**config.mk**
```make
export PLATFORM = sky130hd
export DESIGN_NAME = mem_port_arbiter
export DESIGN_NICKNAME = d
export VERILOG_FILES = /design/src/rtl/mem_port_arbiter.sv
export SDC_FILE = /design/constraint.sdc
export NUM_CORES = 1
export LEC_CHECK = 0
export BUFFER_PORTS_ARGS = -buffer_cell sky130_fd_sc_hd__buf_2
export CAP_MARGIN = 0
export CORE_ASPECT_RATIO = 0.7
export CORE_UTILIZATION = 47
export DETAILED_ROUTE_END_ITERATION = 10
export GPL_ROUTABILITY_DRIVEN = 1
export PLACE_DENSITY = 0.8
export SLEW_MARGIN = 10
export SYNTH_ARGS = -nofsm -noshare
export SYNTH_HDL_FRONTEND = slang
export SYNTH_SLANG_ARGS = --single-unit
export TNS_END_PERCENT = 10
```
**constraint.sdc**
```tcl
create_clock -name SYS_clk -period 2.39 [get_ports SYS_clk]
set_input_delay 0.1195 -clock SYS_clk [delete_from_list [all_inputs] [get_ports SYS_clk]]
set_output_delay 0.1195 -clock SYS_clk [all_outputs]
set_load 0.05 [all_outputs]
```
**src/rtl/mem_port_arbiter.sv**
```systemverilog
// rtl/mem_port_arbiter.sv - fetch/data arbiter onto a single memory port with starvation guard and timeout
// Ports:
//   SYS_clk, SYS_reset_n                      clock, synchronous active-low reset
//   if_req, if_addr -> if_gnt, if_rvalid, if_rdata
//                                             fetch requester
//   dm_req, dm_we, dm_len, dm_signed, dm_addr, dm_wdata -> dm_gnt, dm_rvalid, dm_rdata
//                                             data requester
//   mem_req, mem_we, mem_len, mem_signed, mem_addr, mem_wdata <- mem_ack, mem_rdata
//                                             memory port
//   bus_error                                 sticky timeout flag
module mem_port_arbiter #(
  parameter int STARVE_LIMIT = 4,
  parameter int TIMEOUT      = 255
) (
  input  logic        SYS_clk,
  input  logic        SYS_reset_n,
  input  logic        if_req,
  input  logic [31:0] if_addr,
  output logic        if_gnt,
  output logic        if_rvalid,
  output logic [31:0] if_rdata,
  input  logic        dm_req,
  input  logic        dm_we,
  input  logic [1:0]  dm_len,
  input  logic        dm_signed,
  input  logic [31:0] dm_addr,
  input  logic [31:0] dm_wdata,
  output logic        dm_gnt,
  output logic        dm_rvalid,
  output logic [31:0] dm_rdata,
  output logic        mem_req,
  output logic        mem_we,
  output logic [1:0]  mem_len,
  output logic        mem_signed,
  output logic [31:0] mem_addr,
  output logic [31:0] mem_wdata,
  input  logic        mem_ack,
  input  logic [31:0] mem_rdata,
  output logic        bus_error
);

  localparam int SW = $clog2(STARVE_LIMIT + 1);
  localparam int CW = $clog2(TIMEOUT + 1);
  localparam logic [SW-1:0] STREAK_MAX = SW'(STARVE_LIMIT);
  // Last WAIT cycle index before the counter would reach TIMEOUT.
  localparam logic [CW-1:0] CNT_LAST   = CW'(TIMEOUT - 1);

  typedef enum logic [1:0] {
    S_IDLE    = 2'd0,
    S_WAIT_IF = 2'd1,
    S_WAIT_DM = 2'd2
  } state_t;

  state_t        r_state;
  state_t        w_next;

  logic          w_grant_if;
  logic          w_grant_dm;
  logic          w_ack;
  logic          w_expire;
  logic          w_finish;
  logic          w_if_wins;

  logic [SW-1:0] r_streak;
  logic [CW-1:0] r_wait_cnt;
  logic          r_we;
  logic [1:0]    r_len;
  logic          r_signed;
  logic [31:0]   r_addr;
  logic [31:0]   r_wdata;
  logic          r_if_gnt;
  logic          r_dm_gnt;
  logic          r_if_rvalid;
  logic          r_dm_rvalid;
  logic [31:0]   r_if_rdata;
  logic [31:0]   r_dm_rdata;
  logic          r_bus_error;

  // Fetch only beats a pending data request once data has had its full streak.
  assign w_if_wins = if_req && (!dm_req || (r_streak == STREAK_MAX));

  always_ff @(posedge SYS_clk) begin
    if (!SYS_reset_n) begin
      r_state <= S_IDLE;
    end else begin
      r_state <= w_next;
    end
  end

  always_comb begin
    w_next     = r_state;
    w_grant_if = 1'b0;
    w_grant_dm = 1'b0;
    w_ack      = 1'b0;
    w_expire   = 1'b0;
    case (r_state)
      S_IDLE: begin
        if (w_if_wins) begin
          w_grant_if = 1'b1;
          w_next     = S_WAIT_IF;
        end else if (dm_req) begin
          w_grant_dm = 1'b1;
          w_next     = S_WAIT_DM;
        end
      end
      S_WAIT_IF, S_WAIT_DM: begin
        // An ack on the final allowed cycle still completes normally.
        if (mem_ack) begin
          w_ack  = 1'b1;
          w_next = S_IDLE;
        end else if (r_wait_cnt == CNT_LAST) begin
          w_expire = 1'b1;
          w_next   = S_IDLE;
        end
      end
      default: w_next = S_IDLE;
    endcase
    w_finish = w_ack || w_expire;

    mem_req    = (r_state != S_IDLE);
    mem_we     = mem_req ? r_we     : 1'b0;
    mem_len    = mem_req ? r_len    : 2'b00;
    mem_signed = mem_req ? r_signed : 1'b0;
    mem_addr   = mem_req ? r_addr   : 32'h0;
    mem_wdata  = mem_req ? r_wdata  : 32'h0;
  end

  always_ff @(posedge SYS_clk) begin
    if (!SYS_reset_n) begin
      r_streak    <= '0;
      r_wait_cnt  <= '0;
      r_we        <= 1'b0;
      r_len       <= 2'b00;
      r_signed    <= 1'b0;
      r_addr      <= 32'h0;
      r_wdata     <= 32'h0;
      r_if_gnt    <= 1'b0;
      r_dm_gnt    <= 1'b0;
      r_if_rvalid <= 1'b0;
      r_dm_rvalid <= 1'b0;
      r_if_rdata  <= 32'h0;
      r_dm_rdata  <= 32'h0;
      r_bus_error <= 1'b0;
    end else begin
      r_if_gnt    <= w_grant_if;
      r_dm_gnt    <= w_grant_dm;
      r_if_rvalid <= w_finish && (r_state == S_WAIT_IF);
      r_dm_rvalid <= w_finish && (r_state == S_WAIT_DM);

      if (w_grant_if) begin
        r_we     <= 1'b0;
        r_len    <= 2'b11;
        r_signed <= 1'b0;
        r_addr   <= if_addr;
        r_wdata  <= 32'h0;
        r_streak <= '0;
      end else if (w_grant_dm) begin
        r_we     <= dm_we;
        r_len    <= dm_len;
        r_signed <= dm_signed;
        r_addr   <= dm_addr;
        r_wdata  <= dm_wdata;
        if (r_streak != STREAK_MAX) begin
          r_streak <= r_streak + SW'(1);
        end
      end

      if (w_grant_if || w_grant_dm) begin
        r_wait_cnt <= '0;
      end else if ((r_state != S_IDLE) && !mem_ack) begin
        r_wait_cnt <= r_wait_cnt + CW'(1);
      end

      // Stores and timeouts complete with zero read data.
      if (w_finish) begin
        if (r_state == S_WAIT_IF) begin
          r_if_rdata <= w_ack ? mem_rdata : 32'h0;
        end else begin
          r_dm_rdata <= (w_ack && !r_we) ? mem_rdata : 32'h0;
        end
      end

      if (w_expire) begin
        r_bus_error <= 1'b1;
      end
    end
  end

  assign if_gnt    = r_if_gnt;
  assign dm_gnt    = r_dm_gnt;
  assign if_rvalid = r_if_rvalid;
  assign dm_rvalid = r_dm_rvalid;
  assign if_rdata  = r_if_rdata;
  assign dm_rdata  = r_dm_rdata;
  assign bus_error = r_bus_error;

endmodule

```
==> summary.txt <==
Outcome
  • Status: finished, violations left
  • Failing checks: DRC

Timing
  • RSZ-0062 raised after global routing: false
  • Final period utilization: 93.59%
  • Hold Fails Final Rpt: 0
  • Worst Max-Slew Pin Slew: 0.6871 ns
  • Setup_tns: 0 ns
  • Relative slew slack: 54.19%
  • Fin. max-slew vios: 0
  • # setup viols final: 0
  • Peak Freq: 447.1 MHz
  • Worst hold slack: 0.01332 ns
  • Period minus WS final: 2.237 ns
  • Final setup margin: 0.1532 ns
  • Layout Skew: 0.01043 ns

Worst setup path
  • Critical path class: reg2out
  • Setup crit start: r_state[0]
  • Required time worst endpoint: 2.27 ns
  • FF-to-FF Start: r_state[0]
  • CP Launch Type: flip-flop
  • CP endpoint kind: output port
  • Worst-path fanout max: 37
  • Worst EP arrival: 2.12 ns

Synthesis
  • Mean Syn Cell Area: 8.580 sq um
  • Synth cell types: 31
  • Ys async rst share: 0%
  • Syn nets: 873
  • Number of synthesized flops with an enable pin: 0
  • Top-area cell type share of the netlist area: 48.01%
  • Yosys reg bits: 150
  • Synth Cell Area: 6255 sq um
  • Post-synth top area cell: dfxtp_1
  • Post-Syn Instances: 729
  • Yosys warning count: 0
  • Synth top area cells: dfxtp_1 48%, a21oi_1 11%, nand2_1 7.0%
  • Seq/Total Area, Yosys: 48.01%
  • Ys flop type: dfxtp_1

Global route
  • Initial antenna violation count: 1
  • First-pass GRT wire length: 33720 um
  • Vias in the first global route: 6797
  • GRT overflow: 0
  • GRT Util Overall: 30.26%
  • Largest net degree at the start of global routing: 69

Layout
  • Area grow syn2layout: 49.97%
  • Register area: 3003 sq um
  • Proportion of layout cells with a drive suffix above 1: 30.03%
  • Cell area after layout: 9380 sq um
  • Multi-input gate area: 2933 sq um
  • Core utilization of the finished layout: 73.99%
  • Net count reported at finish: 1221
  • Filler Cells Inserted: 859

Pwr
  • Peak supply drop: 0.5614 mV
  • Leak: 4.029 nW
  • PwrDens: 773.6 nW/um^2

Detailed routing
  • Drt wl/cell: 17.02 um
  • Final wirelength: 21310 um
  • Vias per Instance: 5.656
  • DRC violations left: 1
  • Routed Antenna Nets: 0
  • Via count: 7081
  • Pre-antenna DRT Iters: 11
  • Initial DRC Count: 566

Die
  • FP Rows: 34
  • Core ar.: 12680 sq um
  • I/O pins: 275
  • Initial core utilization: 49.34%
  • Die ar.: 13780 sq um
  • Die W: 139.9 um
  • Overall die height: 98.52 um

Worst hold path
  • Hold Path Class: in2reg
  • Hold wc startpoint: mem_rdata[20]

Clock network
  • Clk_lat worst skew: 0.40 ns
  • CTS buffer count: 17
  • Post-CTS setup buffers: 0
  • Longest Clk Path Bufs: 2
  • Clock-pin slew on the worst setup and hold paths: 0.06 ns
  • Post_cts resized: 0
  • Clk sinks: 150
  • H-tree levels: 4
  • TritonCTS clock tree: built
  • Clk Tree Root Cell: clkbuf_16

Place
  • Area after DPL: 7707 sq um
  • Routability cong.: 0.7935
  • IO buf count: 274
  • Dpl ws: 0.4291 ns
  • HPWL Detailed: 12110 um

Flow run
  • Max cap viols: 0
through the flow:
stage	power [W]	instances
after floorplan	0.003980	729
after global placement	0.004422	1112
after detailed placement	0.004443	1112
after CTS	0.007218	1251
after global routing	0.007544	1252
final	0.007256	1252
layer usage:
layer	track usage, %	vias up	part of all wire, %
met2	48.12	413	47
met3	7.823	96	8.1
met1	37.26	3259	41
met5	0	-	0
li1	-	3313	-
met4	17.92	0	4.5
synth_stat cells (all sizes together), types with 3 or more instances:
master / number
a311oi: 32
dfxtp: 150
a211oi: 33
nand3: 5
nand2: 116
nand4: 4
nor2: 45
clkbuf: 42
buf: 25
nor2b: 69
xor2: 6
a21oi: 132
inv: 8
mux2i: 3
a222oi: 32
and3: 5
ha: 7
sequential cells by signal (all words and copies together), names as in the netlist, 2 cells and up:
| name | count |
|---|---|
| dm_rdata | 32 |
| r_streak | 3 |
| r_len | 2 |
| if_rdata | 32 |
| r_addr | 32 |
| r_wdata | 32 |
| r_wait_cnt | 8 |
| r_state | 2 |
final timing paths:
kind | end | slack, ns | depth (start not counted)
max | mem_addr[31] | 0.15 | 5
min | if_rdata[20] | 0.01 | 3
min reg2reg | r_wdata[20] | 0.45 | 2
max reg2reg | r_wdata[2] | 0.34 | 6
final cells by class:
class | count | area share [%]
multi-input combinational | 504 | 31.27
tap | 162 | 2.161
clock buffer | 20 | 4.975
antenna | 1 | 0.02668
sequential | 150 | 32.01
clock inverter | 11 | 1.307
timing repair buffer | 396 | 27.93
inverter | 8 | 0.3201
timing repair:
action | 4_1_cts | 5_1_grt
endpoints found under the setup margin | 0 | 0
hold buffers | 108 | 0
hold endpoints to repair | 78 | 0
cell families after synthesis:
| group | after synthesis | synth area share (%) |
|---|---|---|
| flops | 150 | 48.01 |
| xor+xnor | 8 | 1.120 |
| simple gates | 249 | 18.56 |
| mux | 3 | 0.4801 |
| buf+inv | 75 | 5.401 |
| compound gates | 237 | 25.02 |
| fa+ha+maj | 7 | 1.400 |
cells in the final DEF, fill, tap and decap left out, types with 32 or more instances in the layout:
cell,instances
buf_2,274
dfxtp_1,150
a21oi_1,132
nand2_1,116
dlygate4sd3_1,108
nor2b_1,68
nor2_1,45
a211oi_1,33
a311oi_1,32
a222oi_1,32
where the power goes:
part | switching, W | internal (W)
Sequential | 0.000100 | 0.00268
Combinational | 0.00122 | 0.000609
Clock | 0.00103 | 0.00162
Total | 0.00235 | 0.00491
worst max-delay path, cell delays in order, from the launching register on:
cell	delay (ns)
dfxtp_1	0.32
inv_1	0.09
ha_2	0.44
buf_4	0.45
nor2b_1	0.15
buf_2	0.24
Note: power is estimated with default switching activity, not from simulation.
